<file path="src/rtl/imm_pkg.sv">
// Shared types for the pipelined immediate generator: format codes, base
// opcodes and the RVC {quadrant, funct3} keys.
package imm_pkg;

  // Ten formats plus NONE need four bits.
  typedef enum logic [3:0] {
    FMT_NONE = 4'd0,
    FMT_I    = 4'd1,
    FMT_S    = 4'd2,
    FMT_B    = 4'd3,
    FMT_U    = 4'd4,
    FMT_J    = 4'd5,
    FMT_Z    = 4'd6,
    FMT_CI   = 4'd7,
    FMT_CB   = 4'd8,
    FMT_CJ   = 4'd9,
    FMT_CLS  = 4'd10
  } imm_fmt_e;

  localparam int FMT_W = 4;

  localparam logic [6:0] OPC_LOAD     = 7'b0000011;
  localparam logic [6:0] OPC_LOAD_FP  = 7'b0000111;
  localparam logic [6:0] OPC_OP_IMM   = 7'b0010011;
  localparam logic [6:0] OPC_AUIPC    = 7'b0010111;
  localparam logic [6:0] OPC_STORE    = 7'b0100011;
  localparam logic [6:0] OPC_STORE_FP = 7'b0100111;
  localparam logic [6:0] OPC_OP       = 7'b0110011;
  localparam logic [6:0] OPC_LUI      = 7'b0110111;
  localparam logic [6:0] OPC_OP_FP    = 7'b1010011;
  localparam logic [6:0] OPC_BRANCH   = 7'b1100011;
  localparam logic [6:0] OPC_JALR     = 7'b1100111;
  localparam logic [6:0] OPC_JAL      = 7'b1101111;
  localparam logic [6:0] OPC_SYSTEM   = 7'b1110011;

  // RVC keys are {inst[1:0], inst[15:13]}.
  localparam logic [4:0] C_LW   = 5'b00_010;
  localparam logic [4:0] C_SW   = 5'b00_110;
  localparam logic [4:0] C_ADDI = 5'b01_000;
  localparam logic [4:0] C_LI   = 5'b01_010;
  localparam logic [4:0] C_LUI  = 5'b01_011;
  localparam logic [4:0] C_J    = 5'b01_101;
  localparam logic [4:0] C_BEQZ = 5'b01_110;
  localparam logic [4:0] C_BNEZ = 5'b01_111;

endpackage

</file>
<file path="src/rtl/imm_gen_pipe_if.sv">
// Bundle handshake between fetch/decode and the immediate generator.
interface imm_gen_pipe_if
  import imm_pkg::*;
#(
  parameter int XLEN  = 32,
  parameter int LANES = 2
);
  logic                        in_valid;
  logic                        in_ready;
  logic [LANES-1:0]            in_lane_vld;
  logic [LANES-1:0][31:0]      in_inst;
  logic                        out_valid;
  logic                        out_ready;
  logic [LANES-1:0]            out_lane_vld;
  logic [LANES-1:0][XLEN-1:0]  out_imm;
  imm_fmt_e [LANES-1:0]        out_fmt;
  logic [LANES-1:0]            out_unsup;

  modport slave (
    input  in_valid, in_lane_vld, in_inst, out_ready,
    output in_ready, out_valid, out_lane_vld, out_imm, out_fmt, out_unsup
  );

  modport master (
    output in_valid, in_lane_vld, in_inst, out_ready,
    input  in_ready, out_valid, out_lane_vld, out_imm, out_fmt, out_unsup
  );
endinterface

</file>
<file path="src/rtl/imm_decode_lane.sv">
// Combinational immediate decode for one instruction slot (RV32/64 base
// formats, CSR zimm and an RVC subset).
module imm_decode_lane
  import imm_pkg::*;
#(
  parameter int XLEN      = 32,
  parameter bit SUPPORT_C = 1'b1
) (
  input  logic            vld,
  input  logic [31:0]     inst,
  output logic [XLEN-1:0] imm,
  output imm_fmt_e        fmt,
  output logic            unsup
);
  // Every immediate is first formed as a 32-bit value; zero-extended ones
  // never set bit 31, so one sign-extension covers both cases.
  logic [31:0] v;

  always_comb begin
    v     = '0;
    fmt   = FMT_NONE;
    unsup = 1'b0;
    if (vld) begin
      if (inst[1:0] == 2'b11) begin
        if (inst[4:2] == 3'b111) begin
          unsup = 1'b1;
        end else begin
          case (inst[6:0])
            OPC_LOAD, OPC_LOAD_FP, OPC_OP_IMM, OPC_JALR: begin
              fmt = FMT_I;
              v   = {{20{inst[31]}}, inst[31:20]};
            end
            OPC_STORE, OPC_STORE_FP: begin
              fmt = FMT_S;
              v   = {{20{inst[31]}}, inst[31:25], inst[11:7]};
            end
            OPC_BRANCH: begin
              fmt = FMT_B;
              v   = {{19{inst[31]}}, inst[31], inst[7], inst[30:25], inst[11:8], 1'b0};
            end
            OPC_LUI, OPC_AUIPC: begin
              fmt = FMT_U;
              v   = {inst[31:12], 12'b0};
            end
            OPC_JAL: begin
              fmt = FMT_J;
              v   = {{11{inst[31]}}, inst[31], inst[19:12], inst[20], inst[30:21], 1'b0};
            end
            OPC_SYSTEM: begin
              if (inst[14]) begin
                fmt = FMT_Z;
                v   = {27'b0, inst[19:15]};
              end
            end
            OPC_OP, OPC_OP_FP: ;
            default: unsup = 1'b1;
          endcase
        end
      end else if (!SUPPORT_C) begin
        unsup = 1'b1;
      end else begin
        case ({inst[1:0], inst[15:13]})
          C_LW, C_SW: begin
            fmt = FMT_CLS;
            v   = {25'b0, inst[5], inst[12:10], inst[6], 2'b0};
          end
          C_ADDI, C_LI: begin
            fmt = FMT_CI;
            v   = {{26{inst[12]}}, inst[12], inst[6:2]};
          end
          C_LUI: begin
            // rd=2 is C.ADDI16SP, which this subset does not cover.
            if (inst[11:7] == 5'd0 || inst[11:7] == 5'd2) begin
              unsup = 1'b1;
            end else begin
              fmt = FMT_CI;
              v   = {{14{inst[12]}}, inst[12], inst[6:2], 12'b0};
            end
          end
          C_J: begin
            fmt = FMT_CJ;
            v   = {{20{inst[12]}}, inst[12], inst[8], inst[10:9], inst[6], inst[7],
                   inst[2], inst[11], inst[5:3], 1'b0};
          end
          C_BEQZ, C_BNEZ: begin
            fmt = FMT_CB;
            v   = {{23{inst[12]}}, inst[12], inst[6:5], inst[2], inst[11:10], inst[4:3], 1'b0};
          end
          default: unsup = 1'b1;
        endcase
      end
    end
  end

  assign imm = XLEN'($signed(v));

endmodule

</file>
<file path="src/rtl/imm_gen_pipe.sv">
// Multi-lane immediate generator: per-lane combinational decode, registered
// once into an output register backed by a one-entry skid buffer.
module imm_gen_pipe
  import imm_pkg::*;
#(
  parameter int XLEN      = 32,
  parameter int LANES     = 2,
  parameter bit SUPPORT_C = 1'b1
) (
  input  logic         clk,
  input  logic         rst_n,
  imm_gen_pipe_if.slave bus
);
  typedef struct packed {
    logic [LANES-1:0]           lane_vld;
    logic [LANES-1:0][XLEN-1:0] imm;
    imm_fmt_e [LANES-1:0]       fmt;
    logic [LANES-1:0]           unsup;
  } bundle_t;

  logic [LANES-1:0][XLEN-1:0] dec_imm;
  imm_fmt_e [LANES-1:0]       dec_fmt;
  logic [LANES-1:0]           dec_unsup;
  bundle_t                    dec;

  bundle_t out_q, out_d, skid_q, skid_d;
  logic    out_vld_q, out_vld_d, skid_vld_q, skid_vld_d;
  logic    acc, drain;

  for (genvar g = 0; g < LANES; g++) begin : g_lane
    imm_decode_lane #(
      .XLEN      (XLEN),
      .SUPPORT_C (SUPPORT_C)
    ) u_dec (
      .vld   (bus.in_lane_vld[g]),
      .inst  (bus.in_inst[g]),
      .imm   (dec_imm[g]),
      .fmt   (dec_fmt[g]),
      .unsup (dec_unsup[g])
    );
  end

  always_comb begin
    dec.lane_vld = bus.in_lane_vld;
    dec.imm      = dec_imm;
    dec.fmt      = dec_fmt;
    dec.unsup    = dec_unsup;
  end

  assign acc   = bus.in_valid & ~skid_vld_q;
  assign drain = out_vld_q & bus.out_ready;

  always_comb begin
    out_vld_d  = out_vld_q;
    out_d      = out_q;
    skid_vld_d = skid_vld_q;
    skid_d     = skid_q;
    if (!out_vld_q || drain) begin
      // Output slot frees up: a held skid bundle has priority (and blocks acc).
      if (skid_vld_q) begin
        out_vld_d  = 1'b1;
        out_d      = skid_q;
        skid_vld_d = 1'b0;
      end else begin
        out_vld_d = acc;
        if (acc) out_d = dec;
      end
    end else if (acc) begin
      skid_vld_d = 1'b1;
      skid_d     = dec;
    end
  end

  always_ff @(posedge clk or negedge rst_n) begin
    if (!rst_n) begin
      out_vld_q  <= 1'b0;
      skid_vld_q <= 1'b0;
      out_q      <= '0;
      skid_q     <= '0;
    end else begin
      out_vld_q  <= out_vld_d;
      skid_vld_q <= skid_vld_d;
      out_q      <= out_d;
      skid_q     <= skid_d;
    end
  end

  assign bus.in_ready     = ~skid_vld_q;
  assign bus.out_valid    = out_vld_q;
  assign bus.out_lane_vld = out_q.lane_vld;
  assign bus.out_imm      = out_q.imm;
  assign bus.out_fmt      = out_q.fmt;
  assign bus.out_unsup    = out_q.unsup;

endmodule

</file>
<file path="src/flat_wrapper.sv">
// flat-port wrapper written by rule: the top's interface ports become plain ports
module imm_gen_pipe_flat import imm_pkg::*;
#(
  parameter int XLEN      = 32,
  parameter int LANES     = 2,
  parameter bit SUPPORT_C = 1'b1
)
  (clk, rst_n, bus_in_valid, bus_in_lane_vld, bus_in_inst, bus_out_ready, bus_in_ready, bus_out_valid, bus_out_lane_vld, bus_out_imm, bus_out_fmt, bus_out_unsup);
  imm_gen_pipe_if #(.XLEN(XLEN), .LANES(LANES)) bus_i ();
  input  logic clk;
  input  logic rst_n;
  input wire logic [$bits(bus_i.in_valid)-1:0] bus_in_valid;
  input wire logic [$bits(bus_i.in_lane_vld)-1:0] bus_in_lane_vld;
  input wire logic [$bits(bus_i.in_inst)-1:0] bus_in_inst;
  input wire logic [$bits(bus_i.out_ready)-1:0] bus_out_ready;
  output wire logic [$bits(bus_i.in_ready)-1:0] bus_in_ready;
  output wire logic [$bits(bus_i.out_valid)-1:0] bus_out_valid;
  output wire logic [$bits(bus_i.out_lane_vld)-1:0] bus_out_lane_vld;
  output wire logic [$bits(bus_i.out_imm)-1:0] bus_out_imm;
  output wire logic [$bits(bus_i.out_fmt)-1:0] bus_out_fmt;
  output wire logic [$bits(bus_i.out_unsup)-1:0] bus_out_unsup;
  assign bus_i.in_valid = bus_in_valid;
  assign bus_i.in_lane_vld = bus_in_lane_vld;
  assign bus_i.in_inst = bus_in_inst;
  assign bus_i.out_ready = bus_out_ready;
  assign bus_in_ready = bus_i.in_ready;
  assign bus_out_valid = bus_i.out_valid;
  assign bus_out_lane_vld = bus_i.out_lane_vld;
  assign bus_out_imm = bus_i.out_imm;
  assign bus_out_fmt = bus_i.out_fmt;
  assign bus_out_unsup = bus_i.out_unsup;
  imm_gen_pipe #(.XLEN(XLEN), .LANES(LANES), .SUPPORT_C(SUPPORT_C)) u_core (.clk(clk), .rst_n(rst_n), .bus(bus_i));
endmodule
</file>
<file path="config.mk">
export PLATFORM = sky130hd
export DESIGN_NAME = imm_gen_pipe_flat
export DESIGN_NICKNAME = d
export VERILOG_FILES = /design/src/rtl/imm_pkg.sv /design/src/rtl/imm_gen_pipe_if.sv /design/src/rtl/imm_decode_lane.sv /design/src/rtl/imm_gen_pipe.sv /design/src/flat_wrapper.sv
export SDC_FILE = /design/constraint.sdc
export NUM_CORES = 1
export LEC_CHECK = 0
export CELL_PAD_IN_SITES_DETAIL_PLACEMENT = 1
export CELL_PAD_IN_SITES_GLOBAL_PLACEMENT = 1
export CORE_MARGIN = 2
export CORE_UTILIZATION = 43
export DETAILED_ROUTE_END_ITERATION = 6
export GPL_ROUTABILITY_DRIVEN = 0
export GPL_TIMING_DRIVEN = 0
export PLACE_DENSITY_LB_ADDON = 0.1
export SLEW_MARGIN = 40
export SYNTH_ARGS = -nofsm -noshare
export SYNTH_HDL_FRONTEND = slang
export SYNTH_SLANG_ARGS = --single-unit
</file>
<file path="constraint.sdc">
create_clock -name clk -period 3.8 [get_ports clk]
set_clock_uncertainty 0.2 [all_clocks]
set_input_delay 1.14 -clock clk [delete_from_list [all_inputs] [get_ports clk]]
set_output_delay 1.14 -clock clk [all_outputs]
set_load 0.05 [all_outputs]
</file>
==> metrics.md, run 1 <==
| Metric | Value |
|---|---|
| Cell Chain, Critical Path | `clkdlybuf4s50_1, buf_1, nor2_1, a21oi_1, nor4bb_1, o311ai_0, o21ai_0` |
| Sequential area share after synthesis | `0.444` |
| Fin. max-slew vios | `0` |
| Seq cells post-synth | `154` |
| Max-slew headroom | `0.468` |
| Buffer count from post-CTS setup fixing | `0` |
| Syn Area/Cell | `~8.6 sq um` |
| Largest stage delay on the critical path | `slightly below 0.6 ns` |
| Combinational Power Share | `0.274` |
| Net switching power | `approximately 1900 uW` |
| Num rows | `51` |
| First-pass GRT wire length | `roughly 53000 um` |
| Syn Inst Count | `1013` |
| Vias in the first global route | `~9.3k` |
| Core area | `a little under 20000 sq um` |
| Final hold viol count | `0` |
| Wire length per cell | `roughly 23 um` |
| Max Fclk | `between 200 and 300 MHz` |
| Clk_lat worst skew | `about 0.44 ns` |
| Antenna cell count | `0` |
| Max VDD drop | `0.376 mV` |
| Via count | `9096` |
| Crit-path slowest cell | `o311ai_0` |
| Internal Power | `3190 uW` |
| Die ar. | `21300 sq um` |
| Final-report setup violation count | `0` |
| Detailed placement HPWL | `24600 um` |
| Clk slew on worst S/H paths | `roughly 0.070 ns` |
| Drt via density | `~6.3` |
| WP data required | `3.87 ns` |
| Die span in y | `between 100 and 150 um` |
| Setup TNS | `0 ns` |
| Maximum root-to-sink buffer count | `2` |
| Syn_nets | `~1.1k` |
| Initial core utilization | `0.441` |
| Root Buffer | `clkbuf_16` |
| Horiz. Die Dim | `146 um` |
| Outcome | `complete, no violations` |
| Max cap viols | `0` |
| Worst-Margin Slew | `between 0.7 and 0.8 ns` |
| Hold/Removal Path Class | `register to register` |
| Overflow after GRT | `0` |
| Synthesized cell area | `8680 sq um` |
| Setup CP Type | `primary input to register` |
| Share of post-route cells with drive strength above 1 | `0.0582` |
| Main synth FF type | `dfrtp_1` |
| TritonCTS buffer count | `17` |
| Largest net degree at the start of global routing | `74` |
| Yosys top cell by area | `dfrtp_1` |
| DR pass1 iterations | `5` |
| Static leakage | `0.00475 uW` |
| Remaining routing DRC violations | `0` |
| Initial antenna violation count | `0` |
| Worst R2R Setup Slack | `between 0.9 and 1 ns` |
| Crit path launch type | `primary input` |
| Post-cts resize count | `0` |
| FFs w/ async S/R, synth | `1.00` |
| Clock Power Share | `0.341` |
| Initial drt markers | `roughly 600` |
| Port Buffers | `between 100 and 150` |
| CTS tree | `done` |
| Non-filler instance count after layout | `~1.5k` |
| I/O pin count | `roughly 150` |
| Final period util | `0.912` |
| Post-CTS Hold Buffers | `0` |
| H-tree depth | `4` |
| Switching Fraction | `0.368` |
| # placed instances | `1419` |
| Seq pwr share | `0.385` |
| EDFF count, synth | `0` |
| Netlist cell types | `70` |
| Power per cell area | `between 400 and 500 nW/um^2` |
| Layout area overhead | `27.3%` |
| Antenna violation net count after detailed routing | `0` |
| Synth area leaders | `dfrtp_1, a21oi_1, o31ai_1` |
| Final net count | `1243` |
| YS warnings | `0` |
| Post-synth top area share | `0.444` |
| Gr usage total | `0.316` |
| Clock sinks | `between 150 and 200` |
| Most frequent cells in the layout | `dfrtp_1, a21oi_1, clkdlybuf4s50_1` |
| Final wirelength | `about 34000 um` |
| Post-route minimum period | `around 3.5 ns` |
| Critical path arrival | `~3.5 ns` |
| Commonest non-fill, non-tap cell in the layout | `dfrtp_1` |
| Endpoint class of the critical path | `register` |
| RSZ-0062 raised after global routing | `false` |
| CP max FO | `10` |
==> routing by layer <==
metal  wire, um  global-route usage
met4        777              0.0995
met2      15700               0.499
met3       2520              0.0569
met1      14800               0.445
met5          0                   0
==> synthesized netlist by cell type (all sizes together), types with 9 or more instances <==
master	instances
a21o	12
a21oi	154
a31oi	11
and3	75
buf	25
clkbuf	72
dfrtp	154
inv	13
nand2	124
nand2b	9
nand3	21
nor2	27
nor2b	18
o211ai	10
o21ai	80
o31ai	89
==> worst paths after layout <==
| check | start | endpoint | cells after the start |
|---|---|---|---|
| max | bus_in_inst[13] | u_core.bus.out_imm[6]$_DFFE_PN0P_ | 7 |
| min | u_core.skid_q[61]$_DFFE_PN0P_ | u_core.skid_q[61]$_DFFE_PN0P_ | 2 |
| max reg2reg | u_core.skid_vld_q$_DFFE_PN0P_ | u_core.bus.out_imm[51]$_DFFE_PN0P_ | 6 |
| min reg2reg | u_core.skid_q[61]$_DFFE_PN0P_ | u_core.skid_q[61]$_DFFE_PN0P_ | 2 |
| max in group asynchronous | rst_n | u_core.skid_q[16]$_DFFE_PN0P_ | 3 |
| min in group asynchronous | rst_n | u_core.bus.out_imm[19]$_DFFE_PN0P_ | 1 |
==> registers in the layout, summed over array words and instances (netlist names) <==
register / count
u_core.bus.out_imm: 64
u_core.bus.out_lane_vld: 2
u_core.bus.out_unsup: 2
u_core.skid_vld_q: 1
u_core.bus.out_fmt: 8
u_core.bus.out_valid: 1
u_core.skid_q: 76
==> kinds of logic (layout without fill, tap and decap cells) <==
group	count (synthesis)	in the layout	synth area share
flip-flops	154	154	0.444
AO/OA/AOI/OAI	419	419	0.303
XOR/XNOR	3	3	0.00303
AND/OR/NAND/NOR	326	326	0.197
multiplexers	1	1	0.00115
buffers and inverters	110	283	0.0512
==> stage by stage <==
step / power, uW / setup slack [ns] / utilization / hold slack (ns) / cell area, sq um
2_1_floorplan: 2760 / 0.993 / - / 0.240 / 8680
3_3_place_gp: 3290 / -5.03 / 0.529 / 0.251 / 10400
3_5_place_dp: 3330 / -0.0376 / 0.532 / 0.259 / 10500
4_1_cts: 5050 / 0.382 / 0.562 / 0.275 / 11000
5_1_grt: 5230 / 0.0926 / 0.562 / 0.284 / 11000
6_report: 5050 / 0.333 / 0.562 / 0.269 / 11000
==> critical path: cells and delay by family <==
kind            cells  cell delay, ns
simple gates        2            0.20
compound gates      3            1.19
buf+inv             2            1.02
==> layout make-up <==
| cell class | count | area (sq um) |
|---|---|---|
| fill | 2387 | 8610 |
| multi-input combinational | 749 | 4380 |
| sequential | 154 | 3850 |
| timing repair buffer | 141 | 1450 |
| clock buffer | 17 | 425 |
| buffer | 97 | 395 |
| tap | 265 | 332 |
| clock inverter | 15 | 151 |
| inverter | 13 | 48.8 |
==> power by group through the flow <==
stage	clock, uW	sequential [uW]	combinational [uW]
after global routing	1800	1960	1470
final	1720	1940	1380
after detailed placement	0	1960	1370
after CTS	1740	1940	1380
after global placement	0	1960	1330
after floorplan	0	2290	465
(Power assumes the default switching activity.)
==> inputs of run 2 (changes only) <==
--- a/config.mk
+++ b/config.mk
@@ -13,6 +13,7 @@
 export GPL_ROUTABILITY_DRIVEN = 0
 export GPL_TIMING_DRIVEN = 0
 export PLACE_DENSITY_LB_ADDON = 0.1
+export SETUP_SLACK_MARGIN = 0.15
 export SLEW_MARGIN = 40
 export SYNTH_ARGS = -nofsm -noshare
 export SYNTH_HDL_FRONTEND = slang
==> metrics.md, run 2 (synthesized netlist as in run 1, its figures left out) <==
| Metric | Value |
|---|---|
| Outcome | `complete, no violations` |
| Crit. Startpoint | `bus_in_inst[5]` |
| Seq pwr share | `0.385 (about the same)` |
| Horiz. Die Dim | `146 um (unchanged)` |
| R2R Path Start | `u_core.skid_vld_q$_DFFE_PN0P_` |
| Final period util | `0.910 (-0.00241)` |
| Fill cell count | `2387 (unchanged)` |
| Crit path launch type | `primary input` |
| Root Buffer | `clkbuf_16` |
| Buffer count from post-CTS setup fixing | `0 (unchanged)` |
| Clk_lat worst skew | `0.44 ns (about the same)` |
| Final hold viol count | `0 (unchanged)` |
| Most frequent cells in the layout | `dfrtp_1, a21oi_1, clkdlybuf4s50_1` |
| Port Buffers | `139 (unchanged)` |
| Clock Power Share | `0.341 (about the same)` |
| WP data required | `3.90 ns (+0.03 ns)` |
| Internal Power | `3190 uW (about the same)` |
| RR Endpoint | `u_core.bus.out_imm[51]$_DFFE_PN0P_` |
| Hold/Removal Path Class | `register to register` |
| Remaining routing DRC violations | `0 (unchanged)` |
| Core area | `19700 sq um (unchanged)` |
| Commonest non-fill, non-tap cell in the layout | `dfrtp_1` |
| First-pass GRT wire length | `53100 um (unchanged)` |
| Hold_sp | `u_core.skid_q[61]$_DFFE_PN0P_` |
| R2R cell count | `6 (unchanged)` |
| Clk slew on worst S/H paths | `0.07 ns (about the same)` |
| Largest Register | `u_core.skid_q` |
| Max Fclk | `289 MHz (+0.27%)` |
| Gr usage total | `0.316 (unchanged)` |
| Final net count | `1243 (unchanged)` |
| Power per cell area | `457 nW/um^2 (about the same)` |
| Initial antenna violation count | `0 (unchanged)` |
| Max cap viols | `0 (unchanged)` |
| RSZ-0062 raised after global routing | `false` |
| Worst hold stages | `2 (unchanged)` |
| Antenna cell count | `0 (unchanged)` |
| Layout area overhead | `27.3% (unchanged)` |
| Post-CTS Hold Buffers | `0 (unchanged)` |
| Worst R2R Setup Slack | `0.90 ns (about the same)` |
| Final core utilization | `0.562 (unchanged)` |
| Detailed placement HPWL | `24600 um (unchanged)` |
| Maximum root-to-sink buffer count | `2 (unchanged)` |
| Antenna violation net count after detailed routing | `0 (unchanged)` |
| Static leakage | `0.00475 uW (about the same)` |
| Max-slew headroom | `0.469 (about the same)` |
| DR pass1 iterations | `7 (+2)` |
| Cell Area, Placed | `10500 sq um (unchanged)` |
| Post-cts resize count | `0 (unchanged)` |
| Share of post-route cells with drive strength above 1 | `0.0582 (unchanged)` |
| Max reg flops | `76 (unchanged)` |
| Net switching power | `1860 uW (about the same)` |
| Dpl ws | `-0.0376 ns (unchanged)` |
| Die span in y | `146 um (unchanged)` |
| H-tree depth | `4 (unchanged)` |
| Wire length per cell | `23.2 um (about the same)` |
| I/O pin count | `148 (unchanged)` |
| Endpoint class of the critical path | `register` |
| Final wirelength | `33700 um (about the same)` |
| Final-report setup violation count | `0 (unchanged)` |
| # placed instances | `1419 (unchanged)` |
| Via count | `9092 (-0.044%)` |
| Post-route minimum period | `3.46 ns (-0.00917 ns)` |
| Hold Path End | `u_core.skid_q[61]$_DFFE_PN0P_` |
| Largest net degree at the start of global routing | `74 (unchanged)` |
| Setup CP Type | `primary input to register` |
| Max VDD drop | `0.377 mV (+0.10%)` |
| TritonCTS buffer count | `17 (unchanged)` |
| CTS tree | `done` |
| Drt via density | `6.27 (about the same)` |
| Die ar. | `21300 sq um (unchanged)` |
| Non-filler instance count after layout | `1451 (unchanged)` |
| Combinational Power Share | `0.274 (about the same)` |
| Initial core utilization | `0.441 (unchanged)` |
| Clock sinks | `154 (unchanged)` |
| Fin. max-slew vios | `0 (unchanged)` |
| Num rows | `51 (unchanged)` |
| Critical path arrival | `3.56 ns (+0.02 ns)` |
| Initial drt markers | `610 (+1.3%)` |
| Switching Fraction | `0.368 (about the same)` |
| Final instance area | `11000 sq um (unchanged)` |
| Vias in the first global route | `9305 (unchanged)` |
| Overflow after GRT | `0 (unchanged)` |
| Worst-Margin Slew | `0.791 ns (-0.000295 ns)` |
| Post-route setup slack | `0.342 ns (+0.00917 ns)` |
| CP max FO | `10 (unchanged)` |
-- run 2: cell counts in the layout (fill, tap and decap cells not counted) --
Identical to the previous run, type by type.
-- run 2: per-stage QoR --
step | hold slack [ns] | setup TNS, ns | total power (uW)
floorplan | 0.240 | 0 | 2760
global placement | 0.251 | -770.66 | 3290
detailed placement | 0.259 | -0.187 | 3330
CTS | 0.275 | 0 | 5050
global route | 0.284 | 0 | 5230
finish | 0.269 | 0 | 5050
-- run 2: final cells by class --
| type | count | area (sq um) | share of cell area |
|---|---|---|---|
| Buffer | 97 | 395 | 0.0358 |
| Clock inverter | 15 | 151 | 0.0137 |
| Multi-Input combinational cell | 749 | 4380 | 0.397 |
| Clock buffer | 17 | 425 | 0.0385 |
| Timing Repair Buffer | 141 | 1450 | 0.131 |
| Sequential cell | 154 | 3850 | 0.349 |
| Inverter | 13 | 48.8 | 0.00442 |
| Tap cell | 265 | 332 | 0.0300 |
-- run 2: power by group through the flow --
stage | Sequential (uW) | Combinational [uW] | Clock (uW)
finish | 1940 | 1380 | 1720
global route | 1960 | 1470 | 1800
global placement | 1960 | 1330 | 0
floorplan | 2290 | 465 | 0
CTS | 1940 | 1380 | 1740
detailed placement | 1960 | 1370 | 0
-- run 2: metal layers --
layer | GRT usage | routed length (um)
met5 | 0 | 0
met4 | 0.0995 | 824
met3 | 0.0569 | 2490
met2 | 0.499 | 15600
met1 | 0.445 | 14800
-- run 2: worst max path at each step --
| stage | endpoint | slack, ns | depth (start not counted) |
|---|---|---|---|
| floorplan | u_core.bus.out_imm[38]$_DFFE_PN0P_ | 0.99 | 6 |
| global placement | u_core.bus.out_imm[4]$_DFFE_PN0P_ | -5.03 | 1 |
| detailed placement | u_core.bus.out_imm[28]$_DFFE_PN0P_ | -0.04 | 8 |
| CTS | u_core.bus.out_imm[6]$_DFFE_PN0P_ | 0.38 | 7 |
| global route | u_core.bus.out_fmt[5]$_DFFE_PN0P_ | 0.21 | 6 |
| finish | u_core.bus.out_imm[30]$_DFFE_PN0P_ | 0.34 | 8 |
-- run 2: critical path: stages --
cell and delay (ns):
clkdlybuf4s50_1 0.50, nor2b_1 0.18, clkbuf_1 0.20, a221oi_1 0.75, o21ai_1 0.16, buf_2 0.23, a21oi_1 0.29, o31ai_1 0.11
==> inputs of run 3 (changes only) <==
--- a/config.mk
+++ b/config.mk
@@ -13,6 +13,7 @@
 export GPL_ROUTABILITY_DRIVEN = 0
 export GPL_TIMING_DRIVEN = 0
 export PLACE_DENSITY_LB_ADDON = 0.1
+export REMOVE_ABC_BUFFERS = 1
 export SETUP_SLACK_MARGIN = 0.15
 export SLEW_MARGIN = 40
 export SYNTH_ARGS = -nofsm -noshare
==> metrics.md, run 3 (synthesized netlist as in run 1, its figures left out) <==
| Metric | Value |
|---|---|
| Setup TNS | `0 ns (unchanged)` |
| Crit. Startpoint | `bus_in_inst[35]` |
| First-pass GRT wire length | `49900 um (-6.0%)` |
| Drt via density | `6.21 (-0.86%)` |
| Max VDD drop | `0.326 mV (-13%)` |
| RSZ-0062 raised after global routing | `false` |
| Share of post-route cells with drive strength above 1 | `0.0685 (+0.0103)` |
| Crit path launch type | `primary input` |
| RR Endpoint | `u_core.bus.out_imm[19]$_DFFE_PN0P_` |
| Maximum root-to-sink buffer count | `2 (unchanged)` |
| Horiz. Die Dim | `146 um (unchanged)` |
| Layout area overhead | `27.8%` |
| Via count | `8542 (-6.0%)` |
| Clock sinks | `154 (unchanged)` |
| Most frequent cells in the layout | `a21oi_1, dfrtp_1, clkdlybuf4s50_1` |
| Final period util | `0.920 (+0.0101)` |
| Dpl ws | `-0.432 ns (-0.394 ns)` |
| Fill cell count | `2334 (-2.2%)` |
| Initial drt markers | `604 (-0.98%)` |
| Gr usage total | `0.291 (-0.0256)` |
| Cell mode on critical path | `a21oi_1` |
| Overflow after GRT | `0 (unchanged)` |
| Root Buffer | `clkbuf_16` |
| Largest Register | `u_core.skid_q` |
| WP data required | `3.94 ns (+0.04 ns)` |
| Final-report setup violation count | `0 (unchanged)` |
| Clk_lat worst skew | `0.45 ns (about the same)` |
| Max Fclk | `286 MHz (-1.1%)` |
| Final hold viol count | `0 (unchanged)` |
| Worst hold stages | `2 (unchanged)` |
| Antenna cell count | `0 (unchanged)` |
| Final core utilization | `0.564 (+0.00248)` |
| CTS tree | `done` |
| Power per cell area | `462 nW/um^2 (+1.2%)` |
| Post-route setup slack | `0.304 ns (-0.0382 ns)` |
| DR pass1 iterations | `5 (-2)` |
| Vias in the first global route | `9067 (-2.6%)` |
| R2R Path Start | `u_core.skid_vld_q$_DFFE_PN0P_` |
| Core area | `19700 sq um (unchanged)` |
| TritonCTS buffer count | `17 (unchanged)` |
| Fin. max-slew vios | `0 (unchanged)` |
| Max cap viols | `0 (unchanged)` |
| Initial antenna violation count | `0 (unchanged)` |
| Max reg flops | `76 (unchanged)` |
| Clk slew on worst S/H paths | `0.07 ns (about the same)` |
| Port Buffers | `147 (+5.8%)` |
| Final net count | `1167 (-6.1%)` |
| Critical path arrival | `3.64 ns (+0.08 ns)` |
| Largest net degree at the start of global routing | `59 (-20%)` |
| Power, Total | `5130 uW (+1.6%)` |
| Remaining routing DRC violations | `0 (unchanged)` |
| Setup CP Type | `primary input to register` |
| CP max FO | `18 (+8)` |
| R2R cell count | `5 (-1)` |
| Endpoint class of the critical path | `register` |
| H-tree depth | `4 (unchanged)` |
| Max-slew headroom | `0.465 (-0.00325)` |
| Hold/Removal Path Class | `register to register` |
| Initial core utilization | `0.441 (unchanged)` |
| I/O pin count | `148 (unchanged)` |
| Final wirelength | `30700 um (-8.8%)` |
| Detailed placement HPWL | `21000 um (-15%)` |
| Largest stage delay on the critical path | `0.77 ns (+0.02 ns)` |
| Die span in y | `146 um (unchanged)` |
| Post-route minimum period | `3.50 ns (+0.0382 ns)` |
| Crit-path slowest cell | `clkdlybuf4s50_1` |
| Outcome | `complete, no violations` |
| WHS | `0.270 ns (+0.00127 ns)` |
| Die ar. | `21300 sq um (unchanged)` |
| Static leakage | `0.00482 uW (+1.5%)` |
| Buffer count from post-CTS setup fixing | `0 (unchanged)` |
| Cell Chain, Critical Path | `clkdlybuf4s50_1, nor2_1, a221o_1, a21oi_1, or4b_1, a21oi_1` |
| Worst-Margin Slew | `0.802 ns (+0.0110 ns)` |
| Worst R2R Setup Slack | `1.11 ns (+0.21 ns)` |
| Antenna violation net count after detailed routing | `0 (unchanged)` |
| Crit path capture | `u_core.bus.out_imm[38]$_DFFE_PN0P_` |
| Num rows | `51 (unchanged)` |
| Wire length per cell | `22.4 um (-3.8%)` |
[run 3: cell types whose count changed in the layout (fill, tap and decap cells not counted), sizes merged]
cell / before / now
dlygate4sd2: 0 / 3
clkinv: 3 / 4
bufinv: 1 / 2
dlymetal6s2s: 0 / 5
inv: 23 / 20
buf: 28 / 17
clkbuf: 89 / 18
clkdlybuf4s50: 138 / 137
[run 3: routing by layer]
metal / up-vias / share of wire / wire (um) / GRT usage
li1: 3934 / - / - / -
met5: - / 0 / 0 / 0
met3: 53 / 0.050 / 1530 / 0.0534
met4: 0 / 0.023 / 716 / 0.0981
met1: 4277 / 0.42 / 12900 / 0.373
met2: 278 / 0.51 / 15600 / 0.497
[run 3: worst min-delay path by stage]
stage / to / start / slack [ns]
floorplan: u_core.skid_q[2]$_DFFE_PN0P_ / u_core.skid_q[2]$_DFFE_PN0P_ / 0.24
global placement: u_core.skid_q[73]$_DFFE_PN0P_ / u_core.skid_q[73]$_DFFE_PN0P_ / 0.25
global route: u_core.skid_q[63]$_DFFE_PN0P_ / u_core.skid_q[63]$_DFFE_PN0P_ / 0.30
finish: u_core.skid_q[22]$_DFFE_PN0P_ / u_core.skid_q[22]$_DFFE_PN0P_ / 0.27
detailed placement: u_core.skid_q[65]$_DFFE_PN0P_ / u_core.skid_q[65]$_DFFE_PN0P_ / 0.26
CTS: u_core.skid_q[67]$_DFFE_PN0P_ / u_core.skid_q[67]$_DFFE_PN0P_ / 0.28
[run 3: timing repair]
item | in CTS | in global routing
pin swaps | 0 | 0
gates resized for setup | 6 | 9
setup endpoints to repair | 26 | 43
hold buffers | 0 | 0
[run 3: layout make-up]
class	count	area [sq um]	area share
flip-flops and latches	154	3860	0.348
clock inverters	14	176	0.0159
multi-input cells	749	4480	0.404
clock buffers	18	439	0.0396
well taps	265	332	0.0299
repair buffers	162	1750	0.158
inverters	13	48.8	0.00440
[run 3: per-stage QoR]
stage	cells	instance area, sq um
final	1375	11100
after global routing	1375	11100
after CTS	1375	11100
after detailed placement	1343	10500
after global placement	1328	10100
after floorplan	916	8280
[run 3: critical path: cells and delay by family]
family	cells	cell delay, ns
AOI/OAI and AO/OA	3	0.72
and+or+nand+nor	2	0.99
buffers and inverters	1	0.77
[run 3: power by group]
part / total (uW) / internal, uW / switching [uW]
Sequential: 1940 / 1820 / 117
Clock: 1820 / 1010 / 811
Combinational: 1360 / 455 / 909
Total: 5130 / 3290 / 1840
